**config.mk**
```make
export PLATFORM = sky130hd
export DESIGN_NAME = instr_encoder
export DESIGN_NICKNAME = d
export VERILOG_FILES = /design/src/rtl/instr_encoder.sv
export SDC_FILE = /design/constraint.sdc
export NUM_CORES = 1
export LEC_CHECK = 0
export BUFFER_PORTS_ARGS = -buffer_cell sky130_fd_sc_hd__buf_2
export CAP_MARGIN = 20
export CORE_MARGIN = 2
export CORE_UTILIZATION = 53
export CTS_CLUSTER_DIAMETER = 60
export DETAILED_ROUTE_END_ITERATION = 10
export PLACE_DENSITY = 0.75
export SLEW_MARGIN = 10
export SYNTH_ARGS = -nofsm -noshare
export SYNTH_HDL_FRONTEND = slang
export SYNTH_SLANG_ARGS = --single-unit
```
**constraint.sdc**
```tcl
create_clock -name clk -period 2.41 [get_ports clk]
set_input_delay 0.241 -clock clk [delete_from_list [all_inputs] [get_ports clk]]
set_output_delay 0.241 -clock clk [all_outputs]
set_load 0.01 [all_outputs]
```
**src/rtl/instr_encoder.sv**
```systemverilog
`default_nettype none
// ============================================================================
// Module      : instr_encoder
// Description : Encodes upstream instruction field sets (op, rs, rt, rd, imm)
//               into 32-bit instruction words and queues them in a DEPTH-entry
//               FIFO for a downstream control unit. Both sides use
//               valid/ready handshakes.
// Parameters  : DEPTH - queue depth in words (2, 4 or 8)
// Ports       : clk       - system clock, rising edge
//               rst       - synchronous active-high reset
//               in_valid  - field set present
//               in_ready  - queue can accept a field set (count < DEPTH)
//               in_op     - 0 ADD, 1 SUB, 2 MUL, 3 AND, 4 OR, 5 LW, 6 LW1,
//                           7 illegal
//               in_rs/in_rt/in_rd - register indices
//               in_imm    - LW/LW1 offset
//               out_valid - out_instr holds a valid word (count != 0)
//               out_ready - downstream consumes the head word
//               out_instr - head word, zero when empty
//               count     - number of queued words
//               err       - sticky illegal-op flag
// Config      : INSTR_ENC_CHECK_EN - when defined, op 7 is accepted but
//               dropped and sets err; otherwise op 7 queues a zero word and
//               err is tied low.
// Revision    : 1.0 - initial release
// ============================================================================
module instr_encoder #(
    parameter int DEPTH = 4
) (
    input  logic                       clk,
    input  logic                       rst,
    input  logic                       in_valid,
    output logic                       in_ready,
    input  logic [2:0]                 in_op,
    input  logic [4:0]                 in_rs,
    input  logic [4:0]                 in_rt,
    input  logic [4:0]                 in_rd,
    input  logic [15:0]                in_imm,
    output logic                       out_valid,
    input  logic                       out_ready,
    output logic [31:0]                out_instr,
    output logic [$clog2(DEPTH):0]     count,
    output logic                       err
);

    localparam int c_ptr_w = $clog2(DEPTH);
    localparam int c_cnt_w = c_ptr_w + 1;

    localparam logic [5:0] c_opc_rtype = 6'b001111;
    localparam logic [5:0] c_opc_lw    = 6'b010000;
    localparam logic [5:0] c_opc_lw1   = 6'b010001;
    localparam logic [4:0] c_shamt     = 5'd10;

    localparam logic [5:0] c_fn_add = 6'b100000;
    localparam logic [5:0] c_fn_sub = 6'b100010;
    localparam logic [5:0] c_fn_mul = 6'b110010;
    localparam logic [5:0] c_fn_and = 6'b100100;
    localparam logic [5:0] c_fn_or  = 6'b100101;

    localparam logic [2:0] c_op_illegal = 3'd7;

    logic [31:0]        r_mem [DEPTH];
    logic [c_ptr_w-1:0] r_wptr;
    logic [c_ptr_w-1:0] r_rptr;
    logic [c_cnt_w-1:0] r_count;

    logic [31:0]        w_enc;
    logic               w_in_ready;
    logic               w_out_valid;
    logic               w_push;
    logic               w_pop;
    logic               w_enq;
    logic               w_illegal;

    // ------------------------------------------------------------------
    // Field-set encoder
    // ------------------------------------------------------------------
    always_comb begin
        w_enc = 32'h0000_0000;
        case (in_op)
            3'd0: w_enc = {c_opc_rtype, in_rs, in_rt, in_rd, c_shamt, c_fn_add};
            3'd1: w_enc = {c_opc_rtype, in_rs, in_rt, in_rd, c_shamt, c_fn_sub};
            3'd2: w_enc = {c_opc_rtype, in_rs, in_rt, in_rd, c_shamt, c_fn_mul};
            3'd3: w_enc = {c_opc_rtype, in_rs, in_rt, in_rd, c_shamt, c_fn_and};
            3'd4: w_enc = {c_opc_rtype, in_rs, in_rt, in_rd, c_shamt, c_fn_or};
            3'd5: w_enc = {c_opc_lw,  in_rs, in_rt, in_imm};
            3'd6: w_enc = {c_opc_lw1, in_rs, in_rt, in_imm};
            default: w_enc = 32'h0000_0000;
        endcase
    end

    // ------------------------------------------------------------------
    // Handshakes. A full queue never accepts, even when popping in the
    // same cycle, so in_ready depends only on registered state.
    // ------------------------------------------------------------------
    assign w_in_ready  = (r_count < c_cnt_w'(DEPTH));
    assign w_out_valid = (r_count != '0);
    assign w_push      = in_valid && w_in_ready;
    assign w_pop       = w_out_valid && out_ready;

`ifdef INSTR_ENC_CHECK_EN
    assign w_illegal = (in_op == c_op_illegal);
`else
    assign w_illegal = 1'b0;
`endif

    // An illegal op still completes its handshake but is not stored.
    assign w_enq = w_push && !w_illegal;

    // ------------------------------------------------------------------
    // Queue storage (data needs no reset; visibility is gated by count)
    // ------------------------------------------------------------------
    always_ff @(posedge clk) begin
        if (!rst && w_enq) begin
            r_mem[r_wptr] <= w_enc;
        end
    end

    // Pointers are log2(DEPTH) wide so they wrap modulo DEPTH naturally.
    always_ff @(posedge clk) begin
        if (rst) begin
            r_wptr  <= '0;
            r_rptr  <= '0;
            r_count <= '0;
        end else begin
            if (w_enq) begin
                r_wptr <= r_wptr + 1'b1;
            end
            if (w_pop) begin
                r_rptr <= r_rptr + 1'b1;
            end
            case ({w_enq, w_pop})
                2'b10:   r_count <= r_count + 1'b1;
                2'b01:   r_count <= r_count - 1'b1;
                default: r_count <= r_count;
            endcase
        end
    end

`ifdef INSTR_ENC_CHECK_EN
    logic r_err;

    always_ff @(posedge clk) begin
        if (rst) begin
            r_err <= 1'b0;
        end else if (w_push && w_illegal) begin
            r_err <= 1'b1;
        end
    end

    assign err = r_err;
`else
    assign err = 1'b0;
`endif

    // ------------------------------------------------------------------
    // Outputs
    // ------------------------------------------------------------------
    assign in_ready  = w_in_ready;
    assign out_valid = w_out_valid;
    assign out_instr = w_out_valid ? r_mem[r_rptr] : 32'h0000_0000;
    assign count     = r_count;

endmodule
`default_nettype wire

```
==> impl_metrics.json, run 1 <==
{
  "post-place-ws_ns": 0.460,
  "cpMaxStageDelayCell": "mux4_2",
  "root_buffer": "clkbuf_8",
  "num_vias": 2760,
  "post_cts_resized": 0,
  "die_y_um": 103,
  "p_comb_share_pct": 28.3,
  "synth-edff-count": 116,
  "initial_core_util_pct": 53.7,
  "antenna_found_initial": 0,
  "synth_area_leaders": "edfxtp_1, mux4_2, nor2b_1, dfxtp_1, and2_1",
  "fill_cells": 703,
  "reg2reg_slack_ns": 0.46,
  "antenna_cells": 0,
  "yosysSeqAreaShare_pct": 70.8,
  "wl_met1_um": 4030,
  "final_max_slew_viol_count": 0,
  "power.internal_mw": 4.90,
  "holdWs_ns": 0.0847,
  "tns_ns": 0,
  "dr.first_iter.drc_count": 195,
  "cts_tree": "yes",
  "yosysMostFrequentCell": "edfxtp_1",
  "period_minus_slack_ns": 2.25,
  "hpwl_um": 5750,
  "multi_input_area_mm2": 0.00136,
  "netSwitchingPower_mw": 1.94,
  "fin_ws_ns": 0.159,
  "synth.avg_cell_area_um2": 17.7,
  "async_flop_share_pct": 0,
  "cts_buffers": 17,
  "io_buffers": 73,
  "clkSinkCount": 125,
  "yosysTopAreaCellShare_pct": 67.3,
  "rows": 36,
  "r2r-end": "count[2]$_SDFFE_PP0P_",
  "r2r-start": "count[2]$_SDFFE_PP0P_",
  "cap_viol_max_count": 0,
  "ant_nets": 0,
  "yosysWarnings": 0,
  "post-cts-setup-buffer-count": 0,
  "pin_count": 76,
  "topRoutingLayerUsed": "met4",
  "cp_max_fo": 15,
  "cp_num_buf_inv": 2,
  "hold_path_end": "r_mem[3][22]$_DFFE_PP_",
  "critPathArrivalTime_ns": 2.01,
  "met2_length_um": 4840,
  "path_cells": "buf_4 -> mux4_2 -> nor2b_1 -> buf_2",
  "place_area_mm2": 0.00574,
  "power_density_mw_per_mm2": 1090,
  "place_inst": 496,
  "ir_drop_uv": 707,
  "synth_seq_cells": 125,
  "rsz0062_at_grt": "false",
  "regArea_mm2": 0.00366,
  "power_frac_seq_pct": 38.7,
  "final_area_mm2": 0.00627,
  "drt_first_pass_iters": 4,
  "endpoint_kind": "primary output",
  "power_frac_clock_pct": 33.0,
  "power_mw": 6.84,
  "grt_pass1_wl_um": 14500,
  "nets": 427,
  "max_freq_mhz": 444,
  "hold_path_class": "primary input to flip-flop",
  "synth_cell_types": 31,
  "drc": 0,
  "finalHoldViolations": 0,
  "final_util_pct": 65.1,
  "cts_hold_buf": 1,
  "status": "finished, final reports clean",
  "cp_top_family": "multiplexers",
  "die_area_mm2": 0.0106,
  "skew_ns": 0.00860,
  "hold_depth": 2,
  "track_usage_pct": 19.7,
  "clk_pin_slew_ns": 0.05,
  "grt_max_degree": 30,
  "hp-start": "in_rs[1]",
  "die_w_um": 103,
  "syn_inst": 292,
  "finalSetupViolations": 0,
  "synth_largest_area_cell": "edfxtp_1",
  "syn_area_mm2": 0.00518,
  "core_mm2": 0.00964,
  "grt-ovfl-total": 0,
  "p_leak_nw": 2.29,
  "crit_path_start_kind": "flip-flop",
  "synth_common_cells": "edfxtp_1, nor2b_1, mux4_2",
  "drt_wl_total_um": 9330,
  "switching_share_pct": 28.4,
  "drt-wirelength-per-cell_um": 17.7,
  "cts_max_level": 4,
  "routabilityCongestion": 0.712,
  "grt_pass1_vias": 2821,
  "worstPathRequired_ns": 2.17,
  "route.met3.wl_um": 367,
  "insertion_delay_ns": 0.52,
  "drive_above_1_share_pct": 36.3,
  "synthFlopType": "edfxtp_1",
  "worstSetupPathType": "flip-flop to primary output",
  "fin_crit_sh_pct": 93.4,
  "instances_no_fill": 527,
  "slowest_delay_ns": 0.54,
  "reg2reg_depth": 8,
  "cts_buffer_depth": 2,
  "cp.depth": 4,
  "vias_per_cell": 5.24,
  "area_growth_syn_to_layout_pct": 21.2
}
-- layout make-up --
cell class | instances | area share, %
multi-input combinational | 134 | 21.6
sequential | 125 | 58.4
timing repair buffer | 89 | 7.98
clock buffer | 19 | 6.72
tap | 133 | 2.65
clock inverter | 11 | 1.64
inverter | 16 | 0.957
-- power groups by stage --
stage / Combinational (mW) / Clock (mW) / Sequential (mW)
floorplan: 1.32 / 0 / 2.68
global placement: 1.95 / 0 / 2.68
detailed placement: 1.96 / 0 / 2.69
CTS: 1.98 / 2.30 / 2.65
global route: 2.16 / 2.39 / 2.66
finish: 1.94 / 2.25 / 2.65
-- state kept, by name, summed over array words and instances, names as in the netlist, named ones only --
register	cells
count	3
r_mem	116
r_rptr	2
r_wptr	2
-- logic make-up (layout without fill, tap and decap cells) --
kind of cell	count (synthesis)	after routing	share of synthesized area (%)
flops	125	125	70.8
simple gates	70	70	7.69
buf+inv	34	135	3.17
mux	30	30	12.8
compound gates	16	16	2.08
fa+ha+maj	11	11	2.56
xor+xnor	5	5	0.846
other cells	1	2	0.0724
-- layer usage --
layer,GRT usage (%),vias up
li1,-,1285
met1,24.0,1394
met2,32.4,73
met3,7.12,8
met4,7.69,0
met5,0,-
-- worst reg2reg max path, stage by stage, from the launching register on --
cell     delay, ns
dfxtp_1       0.43
nor2b_1       0.11
inv_1         0.11
ha_1          0.19
inv_1         0.06
fa_1          0.37
xor2_1        0.16
or3_1         0.31
a21oi_1       0.13
-- worst max-delay path by stage --
stage / to / start / slack [ns]
after floorplan: r_mem[0][0]$_DFFE_PP_ / count[2]$_SDFFE_PP0P_ / 0.46
after global placement: count[2]$_SDFFE_PP0P_ / count[2]$_SDFFE_PP0P_ / 0.55
after detailed placement: count[2]$_SDFFE_PP0P_ / count[2]$_SDFFE_PP0P_ / 0.46
after CTS: out_instr[27] / flip-flop / 0.09
after global routing: out_instr[26] / flip-flop / 0.03
final: out_instr[26] / flip-flop / 0.16
-- layout by cell type (no fill, tap or decap) --
cell	Yosys	routed
clkinv_1	0	4
and3_1	4	4
o31ai_1	1	1
clkbuf_8	0	1
nor3_2	0	1
mux2i_1	1	1
o2bb2ai_1	1	1
clkinv_2	0	4
xnor2_1	1	1
clkbuf_1	9	2
maj3_1	5	5
clkbuf_16	0	16
dlygate4sd3_1	0	1
nor2_1	7	7
a22o_1	5	5
nand2_1	8	8
dfxtp_2	0	1
a21boi_0	1	1
xor2_1	4	4
buf_12	0	1
buf_2	2	73
fa_1	1	1
edfxtp_1	116	116
o21ai_0	2	2
nand3_1	1	1
dfxtp_1	9	8
and2_1	15	15
clkinvlp_4	0	1
ha_1	5	5
conb_1	1	2
a21oi_1	5	5
bufinv_16	0	2
nor2b_1	31	31
inv_1	16	16
nand2b_1	1	1
o21ai_1	1	1
mux4_2	29	29
buf_4	5	14
or3_1	2	2
Note: power is estimated with default switching activity, not from simulation.
==> run 2: changes to the inputs <==
PLACE_DENSITY = 0.83   (was 0.75)
==> impl_metrics.json, run 2 (synthesis gave the netlist of run 1 again) <==
{
  "nets": 419,
  "pin_count": 76,
  "period_minus_slack_ns": 2.25,
  "largest_reg_flops": 116,
  "post-cts-setup-buffer-count": 0,
  "die_area_mm2": 0.0106,
  "worstSetupPathType": "flip-flop to primary output",
  "hpwl_um": 5210,
  "dr.first_iter.drc_count": 176,
  "finalHoldViolations": 0,
  "clkSinkCount": 125,
  "fill_cells": 679,
  "finalSetupViolations": 0,
  "hold_path_class": "primary input to flip-flop",
  "vias_per_cell": 5.38,
  "antenna_cells": 0,
  "die_w_um": 103,
  "grt-ovfl-total": 0,
  "cts_max_level": 4,
  "drc": 0,
  "routabilityCongestion": 0.773,
  "met2_length_um": 4970,
  "crit_path_start_kind": "flip-flop",
  "clk_pin_slew_ns": 0.05,
  "p_comb_share_pct": 27.6,
  "drt-wirelength-per-cell_um": 18.7,
  "grt_pass1_wl_um": 14900,
  "area_growth_syn_to_layout_pct": 21.1,
  "rsz0062_at_grt": "false",
  "insertion_delay_ns": 0.52,
  "final_max_slew_viol_count": 0,
  "power_mw": 6.96,
  "tns_ns": 0,
  "cts_tree": "yes",
  "instances_no_fill": 521,
  "power_frac_seq_pct": 38.1,
  "cp_max_fo": 29,
  "power_frac_clock_pct": 34.3,
  "drt_wl_total_um": 9770,
  "fin_ws_ns": 0.161,
  "core_mm2": 0.00964,
  "skew_ns": 0.00509,
  "netSwitchingPower_mw": 1.97,
  "tightest_slew_ns": 0.745,
  "drt_first_pass_iters": 4,
  "track_usage_pct": 20.2,
  "cts_buffers": 17,
  "power_density_mw_per_mm2": 1110,
  "max_slew_margin_pct": 50.0,
  "power.internal_mw": 4.99,
  "root_buffer": "clkbuf_8",
  "max_freq_mhz": 445,
  "cap_viol_max_count": 0,
  "num_vias": 2804,
  "endpoint_kind": "primary output",
  "wl_met1_um": 3820,
  "drive_above_1_share_pct": 36.1,
  "grt_pass1_vias": 2886,
  "switching_share_pct": 28.3,
  "critPathArrivalTime_ns": 2.01,
  "post_cts_resized": 0,
  "final_cell_mix": "edfxtp_1, buf_2, nor2b_1, mux4_2, clkbuf_16",
  "route.met3.wl_um": 735,
  "top_register": "r_mem",
  "status": "finished, final reports clean",
  "io_buffers": 73,
  "topRoutingLayerUsed": "met4",
  "antenna_found_initial": 0,
  "rows": 36,
  "fin_crit_sh_pct": 93.3,
  "grt_max_degree": 33,
  "final_common_cell": "edfxtp_1",
  "ir_drop_uv": 1240,
  "worstPathRequired_ns": 2.17,
  "cts_buffer_depth": 2,
  "die_y_um": 103,
  "initial_core_util_pct": 53.7,
  "p_leak_nw": 2.28,
  "post-place-ws_ns": 0.422,
  "ant_nets": 0,
  "place_inst": 488
}
==> run 2: worst paths after layout <==
| path | endpoint | slack (ns) | cells past startpoint | startpoint |
|---|---|---|---|---|
| worst min-delay path | r_mem[1][21]$_DFFE_PP_ | 0.08 | 2 | in_rs[0] |
| worst max register to register | count[2]$_SDFFE_PP0P_ | 0.44 | 8 | count[2]$_SDFFE_PP0P_ |
| worst max-delay path | out_instr[28] | 0.16 | 4 | flip-flop |
| worst min register to register | r_wptr[1]$_SDFFE_PP0P_ | 0.49 | 2 | r_wptr[1]$_SDFFE_PP0P_ |
==> run 2: cell type report <==
| class | instances | area [um^2] | share of cell area [%] |
|---|---|---|---|
| flip-flops and latches | 125 | 3660 | 58.5 |
| multi-input cells | 134 | 1360 | 21.7 |
| clock buffers | 28 | 558 | 8.90 |
| repair buffers | 81 | 440 | 7.02 |
| well taps | 133 | 166 | 2.65 |
| inverters | 16 | 60.1 | 0.958 |
| clock inverters | 4 | 22.5 | 0.359 |
==> run 2: per-layer routing <==
metal  up-vias  global-route usage, %
met5         -                      0
met4         0                   10.9
met3        21                   7.73
met2       124                   32.2
met1      1386                   23.9
li1       1273                      -
==> run 2: repair_timing <==
item	CTS	global route
endpoints found under the setup margin	0	0
hold endpoints to repair	7	0
hold buffers	1	0
==> run 2: power by group through the flow <==
stage | Sequential [mW] | Clock, mW | Combinational, mW
global route | 2.67 | 2.52 | 2.12
global placement | 2.68 | 0 | 1.89
CTS | 2.65 | 2.42 | 1.96
finish | 2.65 | 2.38 | 1.92
floorplan | 2.68 | 0 | 1.32
detailed placement | 2.69 | 0 | 1.92
==> run 2: per-stage QoR <==
stage,area [um^2],hold slack [ns],utilization [%]
CTS,6270,0.0573,65.0
detailed placement,5680,0.481,58.9
floorplan,5180,0.459,-
finish,6270,0.0839,65.0
global route,6270,0.0802,65.0
global placement,5680,0.472,58.9
==> run 2: critical path: stages, from the launching register on <==
cell and delay [ns]:
dfxtp_2 0.34, buf_12 0.25, mux4_2 0.55, nor2b_1 0.17, buf_2 0.16
==> run 3: changes to the inputs <==
CORE_ASPECT_RATIO = 1.25   (was unset)
==> impl_metrics.json, run 3 (synthesis gave the netlist of run 1 again) <==
{
  "worstPathRequired_ns": 2.17,
  "final_cell_mix": "edfxtp_1, buf_2, nor2b_1, mux4_2, clkbuf_16",
  "cpMaxStageDelayCell": "mux4_2",
  "rsz0062_at_grt": "false",
  "hold_depth": 2,
  "antenna_found_initial": 0,
  "path_cells": "buf_4 -> mux4_2 -> nor2b_1 -> buf_2",
  "cap_viol_max_count": 0,
  "p_leak_nw": 2.30,
  "die_area_mm2": 0.0106,
  "final_area_mm2": 0.00626,
  "drc": 0,
  "regArea_mm2": 0.00366,
  "final_max_slew_viol_count": 0,
  "area_growth_syn_to_layout_pct": 21.0,
  "cp_top_family": "multiplexers",
  "tightest_slew_ns": 0.765,
  "cts_max_level": 4,
  "endpoint_kind": "primary output",
  "grt_pass1_wl_um": 14700,
  "drive_above_1_share_pct": 36.0,
  "skew_ns": 0.00831,
  "clkSinkCount": 125,
  "die_w_um": 92.4,
  "root_buffer": "clkbuf_16",
  "drt_first_pass_iters": 4,
  "cp.depth": 4,
  "cts_tree": "yes",
  "num_vias": 2748,
  "clk_pin_slew_ns": 0.05,
  "critPathArrivalTime_ns": 1.95,
  "finalHoldViolations": 0,
  "dr.first_iter.drc_count": 191,
  "rows": 40,
  "cts_buffer_depth": 2,
  "max_freq_mhz": 456,
  "pin_count": 76,
  "io_buffers": 73,
  "antenna_cells": 0,
  "final_common_cell": "edfxtp_1",
  "core_mm2": 0.00956,
  "largest_reg_flops": 116,
  "post_cts_resized": 0,
  "hold_path_class": "primary input to flip-flop",
  "worstSetupPathType": "flip-flop to primary output",
  "top_register": "r_mem",
  "period_minus_slack_ns": 2.20,
  "grt_max_degree": 33,
  "power_frac_clock_pct": 34.7,
  "cp_num_buf_inv": 2,
  "ir_drop_uv": 609,
  "cp_max_fo": 18,
  "nets": 424,
  "tns_ns": 0,
  "track_usage_pct": 19.4,
  "power_density_mw_per_mm2": 1110,
  "status": "finished, final reports clean",
  "fin_crit_sh_pct": 91.1,
  "die_y_um": 114,
  "crit_path_start_kind": "flip-flop",
  "fill_cells": 630,
  "drt_wl_total_um": 9480,
  "netSwitchingPower_mw": 1.93,
  "power_frac_seq_pct": 38.1,
  "slowest_delay_ns": 0.56,
  "power.internal_mw": 5.04,
  "post-place-ws_ns": 0.457,
  "post-cts-setup-buffer-count": 0,
  "max_slew_margin_pct": 48.7,
  "initial_core_util_pct": 54.1,
  "drt-wirelength-per-cell_um": 18.3,
  "fin_ws_ns": 0.215,
  "ant_nets": 0,
  "hpwl_um": 5810,
  "grt_pass1_vias": 2781,
  "switching_share_pct": 27.7,
  "place_area_mm2": 0.00570,
  "cts_hold_buf": 0,
  "vias_per_cell": 5.31,
  "routabilityCongestion": 0.727,
  "insertion_delay_ns": 0.41,
  "p_comb_share_pct": 27.2,
  "cts_buffers": 17,
  "multi_input_area_mm2": 0.00136,
  "reg2reg_depth": 8,
  "finalSetupViolations": 0,
  "grt-ovfl-total": 0
}
run 3: through the flow:
| stage | power, mW | instances | hold WS [ns] | utilization, % |
|---|---|---|---|---|
| final | 6.96 | 518 | 0.104 | 65.5 |
| after global routing | 7.31 | 518 | 0.122 | 65.5 |
| after CTS | 7.04 | 518 | 0.0882 | 65.5 |
| after detailed placement | 4.61 | 487 | 0.493 | 59.7 |
| after global placement | 4.58 | 487 | 0.485 | 59.7 |
| after floorplan | 3.99 | 293 | 0.459 | - |
run 3: worst paths after layout:
path	start	slack, ns	end
worst max register to register	count[2]$_SDFFE_PP0P_	0.46	count[2]$_SDFFE_PP0P_
worst max-delay path	flip-flop	0.21	out_instr[9]
worst min-delay path	rst	0.10	count[2]$_SDFFE_PP0P_
worst min register to register	r_wptr[1]$_SDFFE_PP0P_	0.54	r_wptr[1]$_SDFFE_PP0P_
run 3: layer usage:
layer / vias up / part of all wire, % / global-route usage [%]
met5: - / 0 / 0
met4: 0 / 1.4 / 8.56
met3: 11 / 5.0 / 5.27
met2: 88 / 55 / 34.2
met1: 1367 / 39 / 22.2
li1: 1282 / - / -
run 3: power by group through the flow:
stage                     Clock (mW)  Sequential [mW]  Combinational [mW]
after detailed placement           0             2.69                1.92
final                           2.42             2.65                1.89
after CTS                       2.45             2.65                1.94
after global routing            2.55             2.67                2.09
after global placement             0             2.68                1.91
after floorplan                    0             2.68                1.32
run 3: layout make-up:
| type | count | share of cell area [%] |
|---|---|---|
| inverter | 16 | 0.959 |
| tap | 126 | 2.52 |
| timing repair buffer | 86 | 7.39 |
| sequential | 125 | 58.5 |
| clock inverter | 11 | 2.00 |
| multi-input combinational | 134 | 21.7 |
| clock buffer | 20 | 6.97 |
